`src/rtl/alu_seq_pkg.sv`:
```
// alu_seq_pkg -- shared definitions for the sequential ALU.
//   OP_*    : 3-bit operation select codes
//   state_t : FSM state encoding (ST_IDLE, ST_DIV, ST_DONE)
// Optional feature macro used by the consuming files: ALU_SEQ_DIV_EN.
package alu_seq_pkg;

  localparam logic [2:0] OP_PASS = 3'd0;
  localparam logic [2:0] OP_ADD  = 3'd1;
  localparam logic [2:0] OP_SUB  = 3'd2;
  localparam logic [2:0] OP_DIV  = 3'd3;
  localparam logic [2:0] OP_MOD  = 3'd4;
  localparam logic [2:0] OP_SHL  = 3'd5;
  localparam logic [2:0] OP_SHR  = 3'd6;
  localparam logic [2:0] OP_GT   = 3'd7;

  typedef enum logic [1:0] {
    ST_IDLE = 2'd0,
    ST_DIV  = 2'd1,
    ST_DONE = 2'd2
  } state_t;

endpackage

```
`src/rtl/alu_seq_div.sv`:
```
// alu_seq_div -- W-bit unsigned restoring divider, one quotient bit per cycle.
//   clk, rst  : clock, asynchronous active-high reset
//   start     : load dividend/divisor and begin (divisor assumed non-zero)
//   dividend  : W-bit numerator
//   divisor   : W-bit denominator
//   done      : high during the last iteration cycle
//   quotient  : result of the current iteration (final value while done=1)
//   remainder : partial remainder after the current iteration
// Only instantiated when ALU_SEQ_DIV_EN is defined.
module alu_seq_div
  import alu_seq_pkg::*;
#(
  parameter int W = 8
) (
  input  logic         clk,
  input  logic         rst,
  input  logic         start,
  input  logic [W-1:0] dividend,
  input  logic [W-1:0] divisor,
  output logic         done,
  output logic [W-1:0] quotient,
  output logic [W-1:0] remainder
);

  localparam int CW = $clog2(W);

  logic [W-1:0]  quo_q, quo_d;
  logic [W-1:0]  rem_q, rem_d;
  logic [W-1:0]  dsr_q, dsr_d;
  logic [CW-1:0] cnt_q, cnt_d;
  logic          busy_q, busy_d;
  logic [W:0]    part_s;
  logic [W:0]    diff_s;

  // Iteration step: shift the next dividend bit into the remainder and try a subtract.
  always_comb begin
    part_s = {rem_q, quo_q[W-1]};
    diff_s = part_s - {1'b0, dsr_q};
    quo_d  = quo_q;
    rem_d  = rem_q;
    dsr_d  = dsr_q;
    cnt_d  = cnt_q;
    busy_d = busy_q;
    if (start) begin
      // The quotient register doubles as the dividend shift register.
      quo_d  = dividend;
      rem_d  = {W{1'b0}};
      dsr_d  = divisor;
      cnt_d  = CW'(W - 1);
      busy_d = 1'b1;
    end else if (busy_q) begin
      if (!diff_s[W]) begin
        rem_d = diff_s[W-1:0];
        quo_d = {quo_q[W-2:0], 1'b1};
      end else begin
        // Restore: the remainder is less than the divisor, so it fits in W bits.
        rem_d = part_s[W-1:0];
        quo_d = {quo_q[W-2:0], 1'b0};
      end
      if (cnt_q == {CW{1'b0}}) begin
        cnt_d  = {CW{1'b0}};
        busy_d = 1'b0;
      end else begin
        cnt_d  = cnt_q - {{(CW-1){1'b0}}, 1'b1};
        busy_d = 1'b1;
      end
    end else begin
      busy_d = 1'b0;
    end
  end

  // Divider state registers.
  always_ff @(posedge clk or posedge rst) begin
    if (rst) begin
      quo_q  <= {W{1'b0}};
      rem_q  <= {W{1'b0}};
      dsr_q  <= {W{1'b0}};
      cnt_q  <= {CW{1'b0}};
      busy_q <= 1'b0;
    end else begin
      quo_q  <= quo_d;
      rem_q  <= rem_d;
      dsr_q  <= dsr_d;
      cnt_q  <= cnt_d;
      busy_q <= busy_d;
    end
  end

  // The final step's outcome is presented combinationally so the parent can
  // capture it on the same edge that finishes the division.
  assign done      = busy_q && (cnt_q == {CW{1'b0}});
  assign quotient  = quo_d;
  assign remainder = rem_d;

endmodule

```
`src/rtl/alu_seq.sv`:
```
// alu_seq -- sequential W-bit ALU with valid/ready handshakes on both sides.
//   clk, rst            : clock, asynchronous active-high reset
//   in_valid / in_ready : operand handshake (a, b, ops captured on acceptance)
//   a, b                : W-bit unsigned operands
//   ops                 : operation select (see alu_seq_pkg OP_*)
//   out_valid/out_ready : result handshake
//   R                   : W+1-bit registered result
//   err                 : divide/modulo by zero, or op compiled out
// Macro ALU_SEQ_DIV_EN: when defined, DIV/MOD use the multi-cycle divider;
// when undefined, DIV/MOD complete in one cycle with R=0, err=1.
module alu_seq
  import alu_seq_pkg::*;
#(
  parameter int W = 8
) (
  input  logic         clk,
  input  logic         rst,
  input  logic         in_valid,
  output logic         in_ready,
  input  logic [W-1:0] a,
  input  logic [W-1:0] b,
  input  logic [2:0]   ops,
  output logic         out_valid,
  input  logic         out_ready,
  output logic [W:0]   R,
  output logic         err
);

  state_t       state_q, state_d;
  logic [W:0]   r_q, r_d;
  logic         err_q, err_d;
  logic         out_valid_q, out_valid_d;
  logic         load_new_s;
  logic [W:0]   sc_r_s;
  logic         sc_err_s;

`ifdef ALU_SEQ_DIV_EN
  logic [2:0]   op_q, op_d;
  logic         go_div_s;
  logic         div_start_s;
  logic         div_done_s;
  logic [W-1:0] div_quo_s;
  logic [W-1:0] div_rem_s;

  alu_seq_div #(.W(W)) u_div (
    .clk       (clk),
    .rst       (rst),
    .start     (div_start_s),
    .dividend  (a),
    .divisor   (b),
    .done      (div_done_s),
    .quotient  (div_quo_s),
    .remainder (div_rem_s)
  );

  // Only a non-zero divisor needs the iterative path.
  assign go_div_s = ((ops == OP_DIV) || (ops == OP_MOD)) && (b != {W{1'b0}});
`endif

  // Single-cycle datapath, including the divide-by-zero and compiled-out results.
  always_comb begin
    sc_r_s   = {(W+1){1'b0}};
    sc_err_s = 1'b0;
    case (ops)
      OP_PASS: sc_r_s = {1'b0, a};
      OP_ADD:  sc_r_s = {1'b0, a} + {1'b0, b};
      OP_SUB:  sc_r_s = {1'b0, a} - {1'b0, b};
`ifdef ALU_SEQ_DIV_EN
      OP_DIV: begin
        sc_r_s   = {1'b0, {W{1'b1}}};
        sc_err_s = 1'b1;
      end
      OP_MOD: begin
        sc_r_s   = {1'b0, a};
        sc_err_s = 1'b1;
      end
`else
      OP_DIV, OP_MOD: begin
        sc_r_s   = {(W+1){1'b0}};
        sc_err_s = 1'b1;
      end
`endif
      OP_SHL:  sc_r_s = {a, 1'b0};
      OP_SHR:  sc_r_s = {2'b00, a[W-1:1]};
      OP_GT:   sc_r_s = {{W{1'b0}}, (a > b)};
      default: sc_r_s = {(W+1){1'b0}};
    endcase
  end

  // Ready is combinational from state so a consumed result can overlap a new accept.
  assign in_ready = (state_q == ST_IDLE) || ((state_q == ST_DONE) && out_ready);

  // Next-state and output-register logic.
  always_comb begin
    state_d     = state_q;
    r_d         = r_q;
    err_d       = err_q;
    out_valid_d = out_valid_q;
    load_new_s  = 1'b0;
`ifdef ALU_SEQ_DIV_EN
    op_d        = op_q;
    div_start_s = 1'b0;
`endif
    case (state_q)
      ST_IDLE: begin
        load_new_s = in_valid;
      end
      ST_DONE: begin
        if (out_ready) begin
          state_d     = ST_IDLE;
          out_valid_d = 1'b0;
          load_new_s  = in_valid;
        end else begin
          load_new_s  = 1'b0;
        end
      end
`ifdef ALU_SEQ_DIV_EN
      ST_DIV: begin
        if (div_done_s) begin
          state_d     = ST_DONE;
          r_d         = (op_q == OP_DIV) ? {1'b0, div_quo_s} : {1'b0, div_rem_s};
          err_d       = 1'b0;
          out_valid_d = 1'b1;
        end else begin
          state_d     = ST_DIV;
        end
      end
`endif
      default: begin
        state_d     = ST_IDLE;
        out_valid_d = 1'b0;
      end
    endcase

    if (load_new_s) begin
`ifdef ALU_SEQ_DIV_EN
      if (go_div_s) begin
        state_d     = ST_DIV;
        op_d        = ops;
        div_start_s = 1'b1;
        out_valid_d = 1'b0;
      end else begin
        state_d     = ST_DONE;
        r_d         = sc_r_s;
        err_d       = sc_err_s;
        out_valid_d = 1'b1;
      end
`else
      state_d     = ST_DONE;
      r_d         = sc_r_s;
      err_d       = sc_err_s;
      out_valid_d = 1'b1;
`endif
    end else begin
      state_d = state_d;
    end
  end

  // State and output registers.
  always_ff @(posedge clk or posedge rst) begin
    if (rst) begin
      state_q     <= ST_IDLE;
      r_q         <= {(W+1){1'b0}};
      err_q       <= 1'b0;
      out_valid_q <= 1'b0;
`ifdef ALU_SEQ_DIV_EN
      op_q        <= 3'd0;
`endif
    end else begin
      state_q     <= state_d;
      r_q         <= r_d;
      err_q       <= err_d;
      out_valid_q <= out_valid_d;
`ifdef ALU_SEQ_DIV_EN
      op_q        <= op_d;
`endif
    end
  end

  assign R         = r_q;
  assign err       = err_q;
  assign out_valid = out_valid_q;

endmodule

```
`config.mk`:
```
export PLATFORM = sky130hd
export DESIGN_NAME = alu_seq
export DESIGN_NICKNAME = d
export VERILOG_FILES = /design/src/rtl/alu_seq_pkg.sv /design/src/rtl/alu_seq_div.sv /design/src/rtl/alu_seq.sv
export SDC_FILE = /design/constraint.sdc
export NUM_CORES = 1
export LEC_CHECK = 0
export ABC_AREA = 1
export BUFFER_PORTS_ARGS = -buffer_cell sky130_fd_sc_hd__buf_2
export CAP_MARGIN = 10
export CORE_MARGIN = 4
export CORE_UTILIZATION = 50
export CTS_CLUSTER_SIZE = 40
export DETAILED_ROUTE_END_ITERATION = 10
export GPL_TIMING_DRIVEN = 1
export PLACE_DENSITY = 0.8
export REMOVE_ABC_BUFFERS = 1
export SYNTH_ARGS = -nofsm -noshare
export SYNTH_HDL_FRONTEND = slang
export SYNTH_SLANG_ARGS = --single-unit
```
`constraint.sdc`:
```
create_clock -name clk -period 1.2 [get_ports clk]
set_input_delay 0.24 -clock clk [delete_from_list [all_inputs] [get_ports clk]]
set_output_delay 0.24 -clock clk [all_outputs]
set_load 0.1 [all_outputs]
```
==> qor.yml, run 1 <==
clock_network:
  cts_num_sinks: 11
  cts-buffers-inserted: 3
  cts-root-buf: "clkbuf_4"
  cts_buffer_depth: 2
  htree_levels: 1
synthesis:
  synthFlopType: "dfrtp_1"
  synth_top_area_share_pct: 19.5
  yosys.area_share.adder_pct: 15.4
  ys_top_cells_by_count: "nand2_1 (81), inv_1 (44), nand3_1 (29)"
  synth_cell_types: 27
  yosys.cell_count.top_type: "nand2_1"
  synth-edff-count: 0
  synth_compound_area_share_pct: 12.9
  synth_area_leaders: "nand2_1 (20%), dfrtp_1 (18%), ha_1 (13%)"
  yosysWarnings: 0
  synth-seq-area-share_pct: 17.7
  yosys.area_share.simple_pct: 39.7
  yosys-mux-area-fraction_pct: 0
  synthCells: 257
  syn_area_per_cell_sq_um: 6.06
  synth_top_family_by_area: "simple AND/OR/NAND/NOR gates"
  yosysTopAreaCell: "nand2_1"
  async_flop_share_pct: 100
  netlist_area_sq_um: 1560
  ys_ff_latch: 11
  synth-xor-area-share_pct: 0.563
global_routing:
  grt_use_total_pct: 61.5
  grt.overflow.total: 3
  grt_max_degree: 14
run_status:
  status: "did not finish"
  error_line: "[ERROR GRT-0232] Routing congestion too high. Check the congestion heatmap in the GUI."
  haltStage: "global routing (5_1_grt)"
floorplan:
  fp.dieH_microns: 63.8
  io_pins: 35
  start_util_pct: 54.6
  row_count: 19
  die_x_microns: 63.8
placed_design:
  dp_cells: 361
  place.gp.congestion: 0.982
  portBuffers: 34
  dp_hpwl_microns: 3990
  placed_area_sq_um: 2250
sta:
  grt_worst_setup_endpoint: "R[4]$_DFFE_PP0P_/D"
  worstEndpointType: "sequential cell input"
[cells by family after synthesis]
kind of cell,count (synthesis)
flops,11
compound gates,36
fa+ha+maj,18
xor+xnor,1
simple gates,139
buf+inv,52
[metrics by stage]
step / setup TNS (ns) / worst slack (ns)
3_3_place_gp: -4.13 / -0.555
2_1_floorplan: -17.25 / -1.61
4_1_cts: -0.643 / -0.196
3_5_place_dp: -4.36 / -0.613
[routing by layer]
| metal | GRT overflow | GRT usage (%) |
|---|---|---|
| met1 | 0 | 60.2 |
| met2 | 2 | 80.1 |
| met3 | 0 | 43.6 |
| met4 | 1 | 66.6 |
| met5 | 0 | 0 |
[repair_timing]
item | CTS
pin swaps | 42
setup endpoints to repair | 10
hold endpoints to repair | 11
resized for setup | 81
hold buffers | 1
buffers inserted | 6
==> run 2: changes to the inputs <==
Settings changed: CORE_UTILIZATION 50 to 35, CTS_CLUSTER_SIZE 40 to unset, PLACE_DENSITY 0.8 to unset, PLACE_DENSITY_LB_ADDON set to 0.15.
==> qor.yml, run 2 <==
synthesis:
  ys_ff_latch: 11  # unchanged
  synthCells: 257  # unchanged
  synth_area_leaders: "nand2_1 (20%), dfrtp_1 (18%), ha_1 (13%)"  # unchanged
  synth-seq-area-share_pct: 17.7  # unchanged
  yosysTopAreaCell: "nand2_1"  # unchanged
  synth_top_area_share_pct: 19.5  # unchanged
  synthFlopType: "dfrtp_1"  # unchanged
  async_flop_share_pct: 100  # unchanged
  ys_top_cells_by_count: "nand2_1 (81), inv_1 (44), nand3_1 (29)"  # unchanged
  yosys.cell_count.top_type: "nand2_1"  # unchanged
  yosysWarnings: 0  # unchanged
  synth-edff-count: 0  # unchanged
  netlist_area_sq_um: 1560  # unchanged
  synth_cell_types: 27  # unchanged
  syn_area_per_cell_sq_um: 6.06  # unchanged
clock_network:
  cts-buffers-inserted: 3  # unchanged
  cts_num_sinks: 11  # unchanged
  cts_buffer_depth: 2  # unchanged
  cts_hold_buf: 0  # was 1
  htree_levels: 1  # unchanged
  path_clk_slew_ns: 0.05
  clk_latency_ns: 0.24
  cts_tree: "yes"
  cts-root-buf: "clkbuf_8"  # was clkbuf_4
floorplan:
  core_sq_um: 4140
  start_util_pct: 37.6  # was 54.6%
  dieArea_sq_um: 5580
  row_count: 23  # was 19
  fp.dieH_microns: 74.7  # was 63.8 microns
  io_pins: 35  # unchanged
  die_x_microns: 74.7  # was 63.8 microns
global_routing:
  grt_max_degree: 14
  antenna_found_initial: 0
  grt_use_total_pct: 18.7
  grt.overflow.total: 0
  grt_pass1_wl_microns: 8180
  grt_pass1_vias: 1921
run:
  cap_viol_max_count: 0
sta:
  max_freq_mhz: 701
  relSlewSlack_pct: 70.3
  final_max_slew_viol_count: 0
  fin_ws_ns: -0.226
  tightestPinTransition_ns: 0.446
  finClkSkew_ns: 0.00741
  fin_crit_sh_pct: 119
  hold_viol: 6
  hold_slack_ns: -0.00836
  rsz0062_at_grt: "yes"
  tns_ns: -1.06
  setup_viol: 9
  post-route-min-period_ns: 1.43
power_and_ir_drop:
  ir_drop_uv: 548
  p_total_uw: 2660
  p_leak_uw: 0.00152
  pwr_density_cell_nw_per_um2: 908
final_layout:
  syn_to_final_growth_pct: 88.5
  design_area_sq_um: 2930
  final_cell_mix: "nand2_1 (54), buf_4 (53), inv_1 (35)"
  diodes: 0
  fin_nets: 393
  final_common_cell: "nand2_1"
  drive_gt1_share_pct: 53.3
  largest_reg_flops: 9
worst_setup_path:
  r2r_end: "R[7]$_DFFE_PP0P_"
  cp.required_ns: 1.32
  rr_worst_depth: 7
  critPathLaunchType: "input pin"
  r2r_slack_ns: 0.09
  reg2reg_from: "out_valid$_DFFE_PP0P_"
  cp-endpoint: "R[4]$_DFFE_PP0P_"
  path_class: "input pin to flop"
  setup.worst_path.start: "a[0]"
  cp-end-kind: "flop"
  cp_max_fo: 3
  arrival_ns: 1.55
placed_design:
  dp_hpwl_microns: 3970  # was 3990 microns
  place.gp.congestion: 0.833  # was 0.982
  portBuffers: 34  # unchanged
  placed_area_sq_um: 2320  # was 2250 sq um
route:
  ant_nets: 0
  vias: 2000
  drt_iter0_drc: 103
  wl_per_cell_microns: 13.3
  route.detailed.drc: 0
  wirelength_microns: 5340
  via_per_inst: 4.99
  firstDrtPassIters: 4
run_status:
  status: "complete, but fails checks"  # was did not finish
  violations: "negative hold slack, negative setup slack"
worst_hold_path:
  hold_path_class: "input pin to asynchronous set/reset pin"
==> run 2: worst min-delay path by stage <==
stage	startpoint	endpoint	slack, ns	depth (start not counted)
after floorplan	rst	R[0]$_DFFE_PP0P_	0.09	1
after global placement	rst	R[3]$_DFFE_PP0P_	0.25	2
after detailed placement	rst	R[3]$_DFFE_PP0P_	0.26	2
after CTS	rst	R[3]$_DFFE_PP0P_	0.007	2
after global routing	rst	R[0]$_DFFE_PP0P_	0.04	2
final	rst	R[3]$_DFFE_PP0P_	-0.008	2
==> run 2: timing repair <==
item                                    in CTS  in global routing
buffers inserted                             9                  2
endpoints found under the setup margin      10                 11
pin swaps                                   36                 37
resized for setup                           72                 57
==> run 2: worst max-delay path: stages <==
cell and delay [ns]:
buf_8 0.11, inv_4 0.05, ha_4 0.12, inv_2 0.04, fa_2 0.36, inv_2 0.09
nor2_4 0.04, nor2_1 0.08, nand2_1 0.06, nand3_1 0.08, nand3b_1 0.08, o21ai_1 0.13
nand2_1 0.06
==> run 2: cells by family (layout without fill, tap and decap cells) <==
family,Yosys count,in the layout,share of synthesized area [%]
simple gates,139,139,39.7
xor+xnor,1,1,0.563
compound gates,36,36,12.9
buf+inv,52,146,13.7
flops,11,11,17.7
fa+ha+maj,18,18,15.4
==> run 2: where the power goes <==
part	switching (uW)	total (uW)	internal [uW]	leakage [uW]
sequential	62.1	492	430	0.000141
clock	138	372	233	0.0000228
combinational	1050	1800	753	0.00136
total	1250	2660	1420	0.00152
==> run 2: per-stage QoR <==
stage / instances / utilization, % / setup WS (ns)
after floorplan: 253 / - / -1.61
after CTS: 399 / 65.2 / -0.239
after detailed placement: 387 / 56.1 / -0.595
after global placement: 387 / 56.1 / -0.570
after global routing: 401 / 70.8 / -0.306
final: 401 / 70.8 / -0.226
==> run 2: routing by layer <==
metal	wire length, microns	global-route usage, %	vias up
met2	2750	32.8	39
met5	0	0	-
met4	34	3.56	0
met3	221	2.67	6
li1	-	-	1010
met1	2330	24.5	945
==> run 2: layout make-up <==
class                           instances  area, sq um
Multi-Input combinational cell        194         1450
Fill cell                             333         1210
Timing Repair Buffer                   94          910
Sequential cell                        11          275
Inverter                               48          195
Tap cell                               50         62.6
Clock buffer                            4         45.0
No activity file was read; power rests on OpenSTA's default activity.
==> run 3: changes to the inputs <==
--- a/config.mk
+++ b/config.mk
@@ -7,5 +7,5 @@
 export LEC_CHECK = 0
 export ABC_AREA = 1
-export BUFFER_PORTS_ARGS = -buffer_cell sky130_fd_sc_hd__buf_2
+export BUFFER_PORTS_ARGS = -buffer_cell sky130_fd_sc_hd__buf_4
 export CAP_MARGIN = 10
 export CORE_MARGIN = 4
@@ -18,2 +18,3 @@
 export SYNTH_HDL_FRONTEND = slang
 export SYNTH_SLANG_ARGS = --single-unit
+export TNS_END_PERCENT = 30
==> constraint.sdc (replaced) <==
create_clock -name clk -period 1.2 [get_ports clk]
set_input_delay 0.3 -clock clk [delete_from_list [all_inputs] [get_ports clk]]
set_output_delay 0.3 -clock clk [all_outputs]
set_load 0.1 [all_outputs]
==> qor.yml, run 3 (synthesis results as in run 2) <==
sta:
  finClkSkew_ns: 0.00109  # was 0.00741 ns
  hold_slack_ns: 0.0636  # was -0.00836 ns
  post-route-min-period_ns: 1.45  # was 1.43 ns
  fin_crit_sh_pct: 121  # was 119%
  rsz0062_at_grt: "yes"  # unchanged
  hold_viol: 0  # was 6
  tightestPinTransition_ns: 0.426  # was 0.446 ns
  relSlewSlack_pct: 71.5  # was 70.3%
  fin_ws_ns: -0.251  # was -0.226 ns
  final_max_slew_viol_count: 0  # unchanged
  setup_viol: 10  # was 9
  max_freq_mhz: 689  # was 701 MHz
worst_setup_path:
  r2r_slack_ns: -0.01  # was 0.09 ns
  reg2reg_from: "out_valid$_DFFE_PP0P_"  # unchanged
  cp.required_ns: 1.32  # about the same
  critPathLaunchType: "input pin"  # unchanged
  arrival_ns: 1.57  # was 1.55 ns
  r2r_end: "R[0]$_DFFE_PP0P_"  # was R[7]$_DFFE_PP0P_
  cp-end-kind: "flop"  # unchanged
  rr_worst_depth: 7  # unchanged
  setup.worst_path.start: "a[0]"  # unchanged
  path_class: "input pin to flop"  # unchanged
  cp_max_fo: 3  # unchanged
final_layout:
  largest_reg_flops: 9  # unchanged
  final_common_cell: "nand2_1"  # unchanged
  final_cell_mix: "nand2_1 (74), buf_4 (67), inv_1 (39)"  # was nand2_1 (54), buf_4 (53), inv_1 (35)
  fin_nets: 378  # was 393
  drive_gt1_share_pct: 39.9  # was 53.3%
  syn_to_final_growth_pct: 61.7  # was 88.5%
  diodes: 0  # unchanged
clock_network:
  cts_hold_buf: 0  # unchanged
  cts-buffers-inserted: 3  # unchanged
  htree_levels: 1  # unchanged
  cts_buffer_depth: 2  # unchanged
  cts_tree: "yes"  # unchanged
  cts-root-buf: "clkbuf_8"  # unchanged
  path_clk_slew_ns: 0.05  # about the same
  cts_num_sinks: 11  # unchanged
  clk_latency_ns: 0.23  # was 0.24 ns
global_routing:
  grt.overflow.total: 0  # unchanged
  grt_pass1_wl_microns: 8020  # was 8180 microns
  grt_max_degree: 14  # unchanged
  grt_pass1_vias: 1775  # was 1921
  antenna_found_initial: 0  # unchanged
  grt_use_total_pct: 18.4  # was 18.7%
route:
  wl_per_cell_microns: 12.7  # was 13.3 microns
  wirelength_microns: 4890  # was 5340 microns
  route.detailed.drc: 0  # unchanged
  drt_iter0_drc: 89  # was 103
  firstDrtPassIters: 4  # unchanged
  vias: 1915  # was 2000
  via_per_inst: 4.96  # was 4.99
  ant_nets: 0  # unchanged
placed_design:
  post-place-ws_ns: -0.674  # was -0.595 ns
  place.gp.congestion: 0.900  # was 0.833
  dp_hpwl_microns: 3830  # was 3970 microns
  portBuffers: 34  # unchanged
floorplan:
  core_sq_um: 4140  # unchanged
  dieArea_sq_um: 5580  # unchanged
  io_pins: 35  # unchanged
  start_util_pct: 37.6  # unchanged
  row_count: 23  # unchanged
  die_x_microns: 74.7  # unchanged
  fp.dieH_microns: 74.7  # unchanged
power_and_ir_drop:
  p_leak_uw: 0.00137  # was 0.00152 uW
  pwr_density_cell_nw_per_um2: 914  # was 908 nW/um^2
  ir_drop_uv: 545  # was 548 uV
worst_hold_path:
  hold_path_class: "input pin to asynchronous set/reset pin"  # unchanged
run_status:
  violations: "negative setup slack"  # was negative hold slack, negative setup slack
  status: "complete, but fails checks"  # unchanged
run:
  cap_viol_max_count: 0  # unchanged
run 3: cell count changes in the layout (fill, tap and decap cells not counted), sizes merged:
cell	previous run	this run
buf	94	79
clkinv	0	1
inv	48	47
run 3: per-stage QoR:
stage                     instance area, sq um  instances  util (%)  TNS [ns]  power, uW
after floorplan                           1520        253         -    -17.31       1320
after global placement                    2150        377      52.0     -5.15       1760
after detailed placement                  2150        377      52.0     -5.26       1760
after CTS                                 2400        384      57.9     -1.87       2250
after global routing                      2520        386      60.7     -2.67       2450
final                                     2520        386      60.7     -1.85       2300
run 3: how the worst max path moves through the flow:
| stage | end | slack (ns) | cells past startpoint |
|---|---|---|---|
| 2_1_floorplan | R[0]$_DFFE_PP0P_ | -1.61 | 7 |
| 3_3_place_gp | R[2]$_DFFE_PP0P_ | -0.65 | 8 |
| 3_5_place_dp | R[2]$_DFFE_PP0P_ | -0.67 | 8 |
| 4_1_cts | R[4]$_DFFE_PP0P_ | -0.32 | 13 |
| 5_1_grt | R[4]$_DFFE_PP0P_ | -0.36 | 13 |
| 6_report | R[4]$_DFFE_PP0P_ | -0.25 | 13 |
run 3: what timing repair did:
action / CTS / global route
pin swaps: 20 / 18
endpoints found under the setup margin: 11 / 13
gates resized for setup: 40 / 27
setup buffers: 3 / 2
run 3: metal layers:
metal  global-route usage, %  part of all wire, %  up-vias
met2                    30.7                   48       46
met3                    2.80                  4.1        0
met5                       0                    0        -
met4                    1.19                    0        0
met1                    26.4                   48      889
li1                        -                    -      980
run 3: cell type report:
class	instances	area, sq um
fillers	406	1630
multi-input cells	194	1270
repair buffers	79	664
flip-flops and latches	11	275
inverters	48	195
well taps	50	62.6
clock buffers	4	45.0
run 3: report_power, final:
| group | internal [uW] | switching, uW |
|---|---|---|
| Combinational | 520 | 952 |
| Sequential | 430 | 34.8 |
| Clock | 233 | 133 |
| Total | 1180 | 1120 |
run 3: critical path, stage by stage:
cell      delay (ns)
buf_12          0.11
clkinv_8        0.04
ha_4            0.12
inv_2           0.04
fa_2            0.36
inv_2           0.09
nor2_4          0.04
nor2_1          0.07
nand2_1         0.05
nand3_1         0.07
nand3b_1        0.09
o21ai_1         0.12
nand2_1         0.06
